$ cat config.mk
export PLATFORM = sky130hd
export DESIGN_NAME = voice_sequencer
export DESIGN_NICKNAME = d
export VERILOG_FILES = /design/src/rtl/synth_pkg.sv /design/src/rtl/voice_sequencer_phase_regfile.sv /design/src/rtl/voice_sequencer.sv
export SDC_FILE = /design/constraint.sdc
export NUM_CORES = 1
export LEC_CHECK = 0
export CELL_PAD_IN_SITES_DETAIL_PLACEMENT = 1
export CELL_PAD_IN_SITES_GLOBAL_PLACEMENT = 1
export CORE_MARGIN = 3
export CORE_UTILIZATION = 42
export CTS_BUF_LIST = sky130_fd_sc_hd__clkbuf_4 sky130_fd_sc_hd__clkbuf_8
export DETAILED_ROUTE_END_ITERATION = 10
export PLACE_DENSITY_LB_ADDON = 0.1
export SLEW_MARGIN = 0
export SYNTH_ARGS = -nofsm -noshare
export SYNTH_HDL_FRONTEND = slang
export SYNTH_SLANG_ARGS = --single-unit
$ cat constraint.sdc
create_clock -name clk_in -period 7.1 [get_ports clk_in]
set_input_delay 2.13 -clock clk_in [delete_from_list [all_inputs] [get_ports clk_in]]
set_output_delay 2.13 -clock clk_in [all_outputs]
set_load 0.01 [all_outputs]
$ cat src/rtl/synth_pkg.sv
// Shared constants, types and helpers for the voice sequencer slice.
package synth_pkg;

    localparam int NUM_VOICES  = 8;
    localparam int PHASE_W     = 32;
    localparam int ROM_ADDR_W  = 8;
    localparam int SAMPLE_W    = 16;
    localparam int ROM_LATENCY = 2;
    localparam int VIDX_W      = $clog2(NUM_VOICES);
    localparam int MIX_W       = SAMPLE_W + VIDX_W;
    localparam int DRAIN_W     = $clog2(ROM_LATENCY + 1);

    typedef logic [PHASE_W-1:0] phase_t;
    typedef logic [VIDX_W-1:0]  voice_idx_t;

    typedef enum logic [1:0] {
        IDLE,
        ISSUE,
        DRAIN,
        DONE
    } seq_state_t;

    // Sign-extend a ROM sample to the mix width.
    function automatic logic [MIX_W-1:0] sext_sample(input logic [SAMPLE_W-1:0] s);
        return {{(MIX_W-SAMPLE_W){s[SAMPLE_W-1]}}, s};
    endfunction

endpackage

$ cat src/rtl/voice_sequencer_phase_regfile.sv
// Per-voice phase register file with a single read/add/write port.
// Optional feature macro: PHASE_RESET_ON_GATE_EN
//   defined   : an ungated voice's phase is cleared when visited
//   undefined : an ungated voice's phase is held
module phase_regfile
    import synth_pkg::*;
(
    input  logic                  clk_in,
    input  logic                  rst_in,
    input  logic                  we_in,
    input  voice_idx_t            idx_in,
    input  logic                  gate_in,
    input  phase_t                inc_in,
    output logic [ROM_ADDR_W-1:0] addr_out
);

    phase_t phase_q [NUM_VOICES];
    phase_t phase_d;

    // Next phase for the addressed voice; its top bits form the ROM address.
    always_comb begin
`ifdef PHASE_RESET_ON_GATE_EN
        phase_d = gate_in ? (phase_q[idx_in] + inc_in) : '0;
`else
        phase_d = gate_in ? (phase_q[idx_in] + inc_in) : phase_q[idx_in];
`endif
        addr_out = phase_d[PHASE_W-1 -: ROM_ADDR_W];
    end

    // Phase storage with synchronous clear.
    always_ff @(posedge clk_in) begin
        if (rst_in) begin
            for (int i = 0; i < NUM_VOICES; i++) begin
                phase_q[i] <= '0;
            end
        end else if (we_in) begin
            phase_q[idx_in] <= phase_d;
        end
    end

endmodule

$ cat src/rtl/voice_sequencer.sv
// Per-sample voice scheduler: one phase adder and one sine ROM port shared
// across all voices, with gated accumulation into a single mixed sample.
// Optional feature macro (inside phase_regfile): PHASE_RESET_ON_GATE_EN
//
//   state | meaning
//   IDLE  | waiting for a sample tick; voice 0 is issued on the accepting edge
//   ISSUE | issuing voices 1..NUM_VOICES-1, one per cycle
//   DRAIN | waiting for the last ROM reads to return
//   DONE  | mix_out just updated, mix_valid_out high
module voice_sequencer
    import synth_pkg::*;
(
    input  logic                          clk_in,
    input  logic                          rst_in,
    input  logic                          sample_tick_in,
    input  logic [NUM_VOICES-1:0]         gate_in,
    input  logic [NUM_VOICES*PHASE_W-1:0] phase_inc_in,
    output logic [ROM_ADDR_W-1:0]         rom_addr_out,
    input  logic [SAMPLE_W-1:0]           rom_data_in,
    output logic [MIX_W-1:0]              mix_out,
    output logic                          mix_valid_out,
    output logic                          busy_out,
    output logic                          overrun_out
);

    seq_state_t              state_q, state_d;
    voice_idx_t              issue_idx_q;
    logic [NUM_VOICES-1:0]   gate_snap_q;
    logic                    addr_gate_q;
    logic [ROM_LATENCY-1:0]  tag_pipe_q;
    logic [DRAIN_W-1:0]      drain_cnt_q;
    logic [MIX_W-1:0]        acc_q, acc_d;

    logic                    rf_we;
    voice_idx_t              rf_idx;
    logic                    rf_gate;
    phase_t                  rf_inc;
    logic [ROM_ADDR_W-1:0]   rf_addr;

    phase_regfile u_phase_regfile (
        .clk_in   (clk_in),
        .rst_in   (rst_in),
        .we_in    (rf_we),
        .idx_in   (rf_idx),
        .gate_in  (rf_gate),
        .inc_in   (rf_inc),
        .addr_out (rf_addr)
    );

    assign busy_out    = (state_q != IDLE);
    assign overrun_out = sample_tick_in & ~rst_in & (state_q != IDLE);

    // Next-state: the issue index and drain counter terminate each phase.
    always_comb begin
        state_d = state_q;
        case (state_q)
            IDLE:    if (sample_tick_in) state_d = ISSUE;
            ISSUE:   if (issue_idx_q == voice_idx_t'(NUM_VOICES-1)) state_d = DRAIN;
            DRAIN:   if (drain_cnt_q == '0) state_d = DONE;
            DONE:    state_d = IDLE;
            default: state_d = IDLE;
        endcase
    end

    // Phase port steering; voice 0 uses the live gate since the snapshot lands on the same edge.
    always_comb begin
        rf_we   = 1'b0;
        rf_idx  = '0;
        rf_gate = 1'b0;
        if ((state_q == IDLE) && sample_tick_in) begin
            rf_we   = 1'b1;
            rf_gate = gate_in[0];
        end else if (state_q == ISSUE) begin
            rf_we   = 1'b1;
            rf_idx  = issue_idx_q;
            rf_gate = gate_snap_q[issue_idx_q];
        end
        rf_inc = phase_inc_in[int'(rf_idx)*PHASE_W +: PHASE_W];
    end

    // Add returning ROM data only when its tag says the voice was gated.
    always_comb begin
        acc_d = acc_q;
        if (tag_pipe_q[ROM_LATENCY-1]) begin
            acc_d = acc_q + sext_sample(rom_data_in);
        end
    end

    // State, address register, tag pipe, accumulator and mix output.
    always_ff @(posedge clk_in) begin
        if (rst_in) begin
            state_q       <= IDLE;
            issue_idx_q   <= '0;
            gate_snap_q   <= '0;
            addr_gate_q   <= 1'b0;
            tag_pipe_q    <= '0;
            drain_cnt_q   <= '0;
            acc_q         <= '0;
            rom_addr_out  <= '0;
            mix_out       <= '0;
            mix_valid_out <= 1'b0;
        end else begin
            state_q       <= state_d;
            tag_pipe_q    <= (tag_pipe_q << 1) | ROM_LATENCY'(addr_gate_q);
            acc_q         <= acc_d;
            mix_valid_out <= 1'b0;

            if (rf_we) begin
                rom_addr_out <= rf_addr;
                addr_gate_q  <= rf_gate;
            end else begin
                addr_gate_q  <= 1'b0;
            end

            case (state_q)
                IDLE: begin
                    if (sample_tick_in) begin
                        gate_snap_q <= gate_in;
                        issue_idx_q <= voice_idx_t'(1);
                        acc_q       <= '0;
                    end
                end
                ISSUE: begin
                    issue_idx_q <= issue_idx_q + voice_idx_t'(1);
                    if (issue_idx_q == voice_idx_t'(NUM_VOICES-1)) begin
                        drain_cnt_q <= DRAIN_W'(ROM_LATENCY);
                    end
                end
                DRAIN: begin
                    if (drain_cnt_q != '0) begin
                        drain_cnt_q <= drain_cnt_q - DRAIN_W'(1);
                    end else begin
                        mix_out       <= acc_d;
                        mix_valid_out <= 1'b1;
                    end
                end
                default: ;
            endcase
        end
    end

endmodule

==> impl_metrics.env <==
export IMPL_status="completed"
export IMPL_num_vias=16640
export IMPL_worstSetupEndpointType="flop"
export IMPL_path_class="primary input to flop"
export IMPL_power_density_nw_per_um2=325.1
export IMPL_fp_dieW_um=212.4
export IMPL_start_kind="primary input"
export IMPL_worst_ep_required_time_ns=7.43
export IMPL_viasPerCell=5.960
export IMPL_std_cell_rows=74
export IMPL_wire_per_inst_um=26.69
export IMPL_hold_class="flop to flop"
export IMPL_cpMostUsedCell="o21ai_0"
export IMPL_leakagePower_nw=8.781
export IMPL_fin_area_um2=23180
export IMPL_slew_headroom_pct=26.99
export IMPL_clk_pin_slew_ns=0.06
export IMPL_place_area_um2=22150
export IMPL_power_internal_mw=4.452
export IMPL_numCtsBuffers=52
export IMPL_start_util_pct=43.11
export IMPL_cts_tree="built"
export IMPL_seq_area_frac_synth_pct=50.26
export IMPL_cpPeakStageDelay_ns=0.51
export IMPL_wl_um=74510
export IMPL_power_frac_comb_pct=47.7
export IMPL_grt_max_degree=59
export IMPL_path_cells="clkdlybuf4s50_1, a21boi_2, nand2_1, or2_2, buf_12, buf_4, o21ai_0, o21ai_0, o211a_1, ha_1, nand4_1, a211oi_1, o21ai_0, a21oi_1, o21ai_0, buf_4, a21oi_1, nor3b_1, a21oi_1, buf_4, nor2_1"
export IMPL_synth_area_um2=17880
export IMPL_cts_buffer_depth=3
export IMPL_drt_iter0_markers=1433
export IMPL_core_area_um2=41480
export IMPL_htreeDepth=2
export IMPL_nets=2551
export IMPL_p_clk_share_pct=21.1
export IMPL_irDropWorstVdd_uv=161.2
export IMPL_final_cells=2791
export IMPL_dieArea_um2=45090
export IMPL_firstDrtPassIters=5
export IMPL_worst_ep_arrival_time_ns=7.00
export IMPL_cts_num_sinks=321
export IMPL_fin_crit_ns=6.671
export IMPL_p_sw_share_pct=40.91
export IMPL_insertion_delay_ns=0.60
export IMPL_post_cts_buffers=0
export IMPL_maxCapViolations=0
export IMPL_netSwitchingPower_mw=3.082
export IMPL_drv_slew=0
export IMPL_slowest_stage="clkdlybuf4s50_1"
export IMPL_tightest_slew_ns=1.095
export IMPL_ioPinCount=313
export IMPL_synth_edff_count=256
export IMPL_reg2reg_slack_ns=1.63
export IMPL_place_congestion=0.9220
export IMPL_r2r_start="state_q[1]$_SDFFE_PP0P_"
export IMPL_post_route_period_util_pct=93.96
export IMPL_skew_ns=0.01519
export IMPL_synth_cells=1863
export IMPL_gr_total_overflow=0
export IMPL_hp_start="tag_pipe_q[0]$_SDFF_PP0_"
export IMPL_ant_nets=0
export IMPL_grt_usage_pct=32.18
export IMPL_dp_cells=2688
export IMPL_dp_hpwl_um=52730
export IMPL_drc=0
export IMPL_die_y_um=212.4
export IMPL_grt_setup_unrepaired="false"
export IMPL_avgSynthCellArea_um2=9.599
export IMPL_crit_fanout=25
export IMPL_setup_viol=0
export IMPL_ys_seq_elements=321
export IMPL_yosys_most_used_dff="edfxtp_1"
export IMPL_synth_net_count=2204
export IMPL_post_route_util_pct=55.88
export IMPL_area_delta_synth_final_pct=29.60
export IMPL_io_buffers=312
export IMPL_drive_above_1_share_pct=10.04
export IMPL_grt_pass1_wl_um=109200
export IMPL_most_common_layout_cells="nor2_1 (376), clkdlybuf4s50_1 (311), edfxtp_1 (256), nand2_1 (223), a21oi_1 (118)"
export IMPL_seqPwrFrac_pct=31.2
export IMPL_finalSetupTns_ns=0
export IMPL_cts_repair_resized=0
export IMPL_synthArstFlopShare_pct=0
export IMPL_grt_pass1_vias=17360
export IMPL_root_buffer="clkbuf_8"
export IMPL_ys_warnings_count=0
export IMPL_max_clock_freq_mhz=149.9
export IMPL_startpoint="sample_tick_in"
export IMPL_final_hold_violation_count=0
export IMPL_synth_cell_type_count=79
export IMPL_antenna_found_initial=8
export IMPL_hold_buffers=0
export IMPL_final_common_cell="nor2_1"
per-stage QoR:
step | hold WS (ns) | power [mW] | setup WS, ns
finish | 0.4441 | 7.534 | 0.4288
global route | 0.4787 | 7.948 | 0.02488
CTS | 0.4483 | 7.506 | 0.5268
detailed placement | 0.4388 | 5.902 | -0.05022
global placement | 0.4331 | 5.799 | 0.006605
floorplan | 0.4138 | 4.484 | 0.6861
flip-flops by register name, summed over array words and instances (netlist names):
register and count:
rom_addr_out 8, addr_gate_q 1, drain_cnt_q 2, tag_pipe_q 2, u_phase_regfile.phase_q 256, acc_q 19, state_q 2, mix_out 19
issue_idx_q 3, gate_snap_q 8, mix_valid_out 1
area by class of cell:
type / instances / area [µm²]
Inverter: 24 / 90.09
Sequential cell: 321 / 8992
Timing Repair Buffer: 418 / 4064
Clock inverter: 21 / 113.9
Fill cell: 4691 / 18300
Multi-Input combinational cell: 1393 / 8338
Antenna cell: 8 / 20.02
Tap cell: 532 / 665.6
Clock buffer: 74 / 893.4
cell families after synthesis:
kind of cell | Yosys count | synth area share, %
multiplexers | 108 | 6.332
adder cells (fa/ha/maj) | 58 | 4.142
AND/OR/NAND/NOR | 720 | 16.68
flip-flops | 321 | 50.26
AO/OA/AOI/OAI | 469 | 17.29
XOR/XNOR | 38 | 1.903
buffers and inverters | 149 | 3.393
worst paths after layout:
kind,end,depth (start not counted)
worst min register to register,tag_pipe_q[1]$_SDFF_PP0_,1
worst max-delay path,u_phase_regfile.phase_q[2][19]$_SDFFCE_PN0P_,21
worst min-delay path,tag_pipe_q[1]$_SDFF_PP0_,1
worst max register to register,u_phase_regfile.phase_q[2][19]$_SDFFCE_PN0P_,22
routing by layer:
layer	vias up	track usage [%]	share of wire [%]
li1	7524	-	-
met1	8224	41.37	40
met2	767	53.87	48
met3	120	5.755	8.4
met4	0	13.40	3.7
met5	-	0	0
worst max-delay path: cells and delay by family:
kind	cells	cell delay (ns)
AO/OA/AOI/OAI	10	2.29
adder cells (fa/ha/maj)	1	0.43
buffers and inverters	5	1.33
AND/OR/NAND/NOR	5	0.77
power by group through the flow:
stage / combinational [mW] / sequential [mW] / clock [mW]
3_5_place_dp: 3.51 / 2.39 / 0
4_1_cts: 3.55 / 2.35 / 1.61
5_1_grt: 3.90 / 2.37 / 1.69
6_report: 3.59 / 2.35 / 1.59
2_1_floorplan: 2.13 / 2.35 / 0
3_3_place_gp: 3.43 / 2.37 / 0
synth_stat cells (17+ instances only):
master	number	area, µm²
nor2_1	378	1419
a32oi_1	17	148.9
a31oi_1	30	187.7
edfxtp_1	256	7687
xnor2_1	27	236.5
a22oi_1	19	142.6
a211oi_1	27	202.7
ha_1	56	700.7
o22ai_1	53	331.6
o221ai_1	23	201.4
mux2i_1	94	940.9
nand3_1	35	175.2
clkbuf_1	85	319.1
buf_2	23	115.1
dfxtp_1	65	1301
a21oi_1	118	590.6
nand2_1	224	840.8
inv_1	24	90.09
o21ai_0	62	310.3
Note: power is estimated with default switching activity, not from simulation.
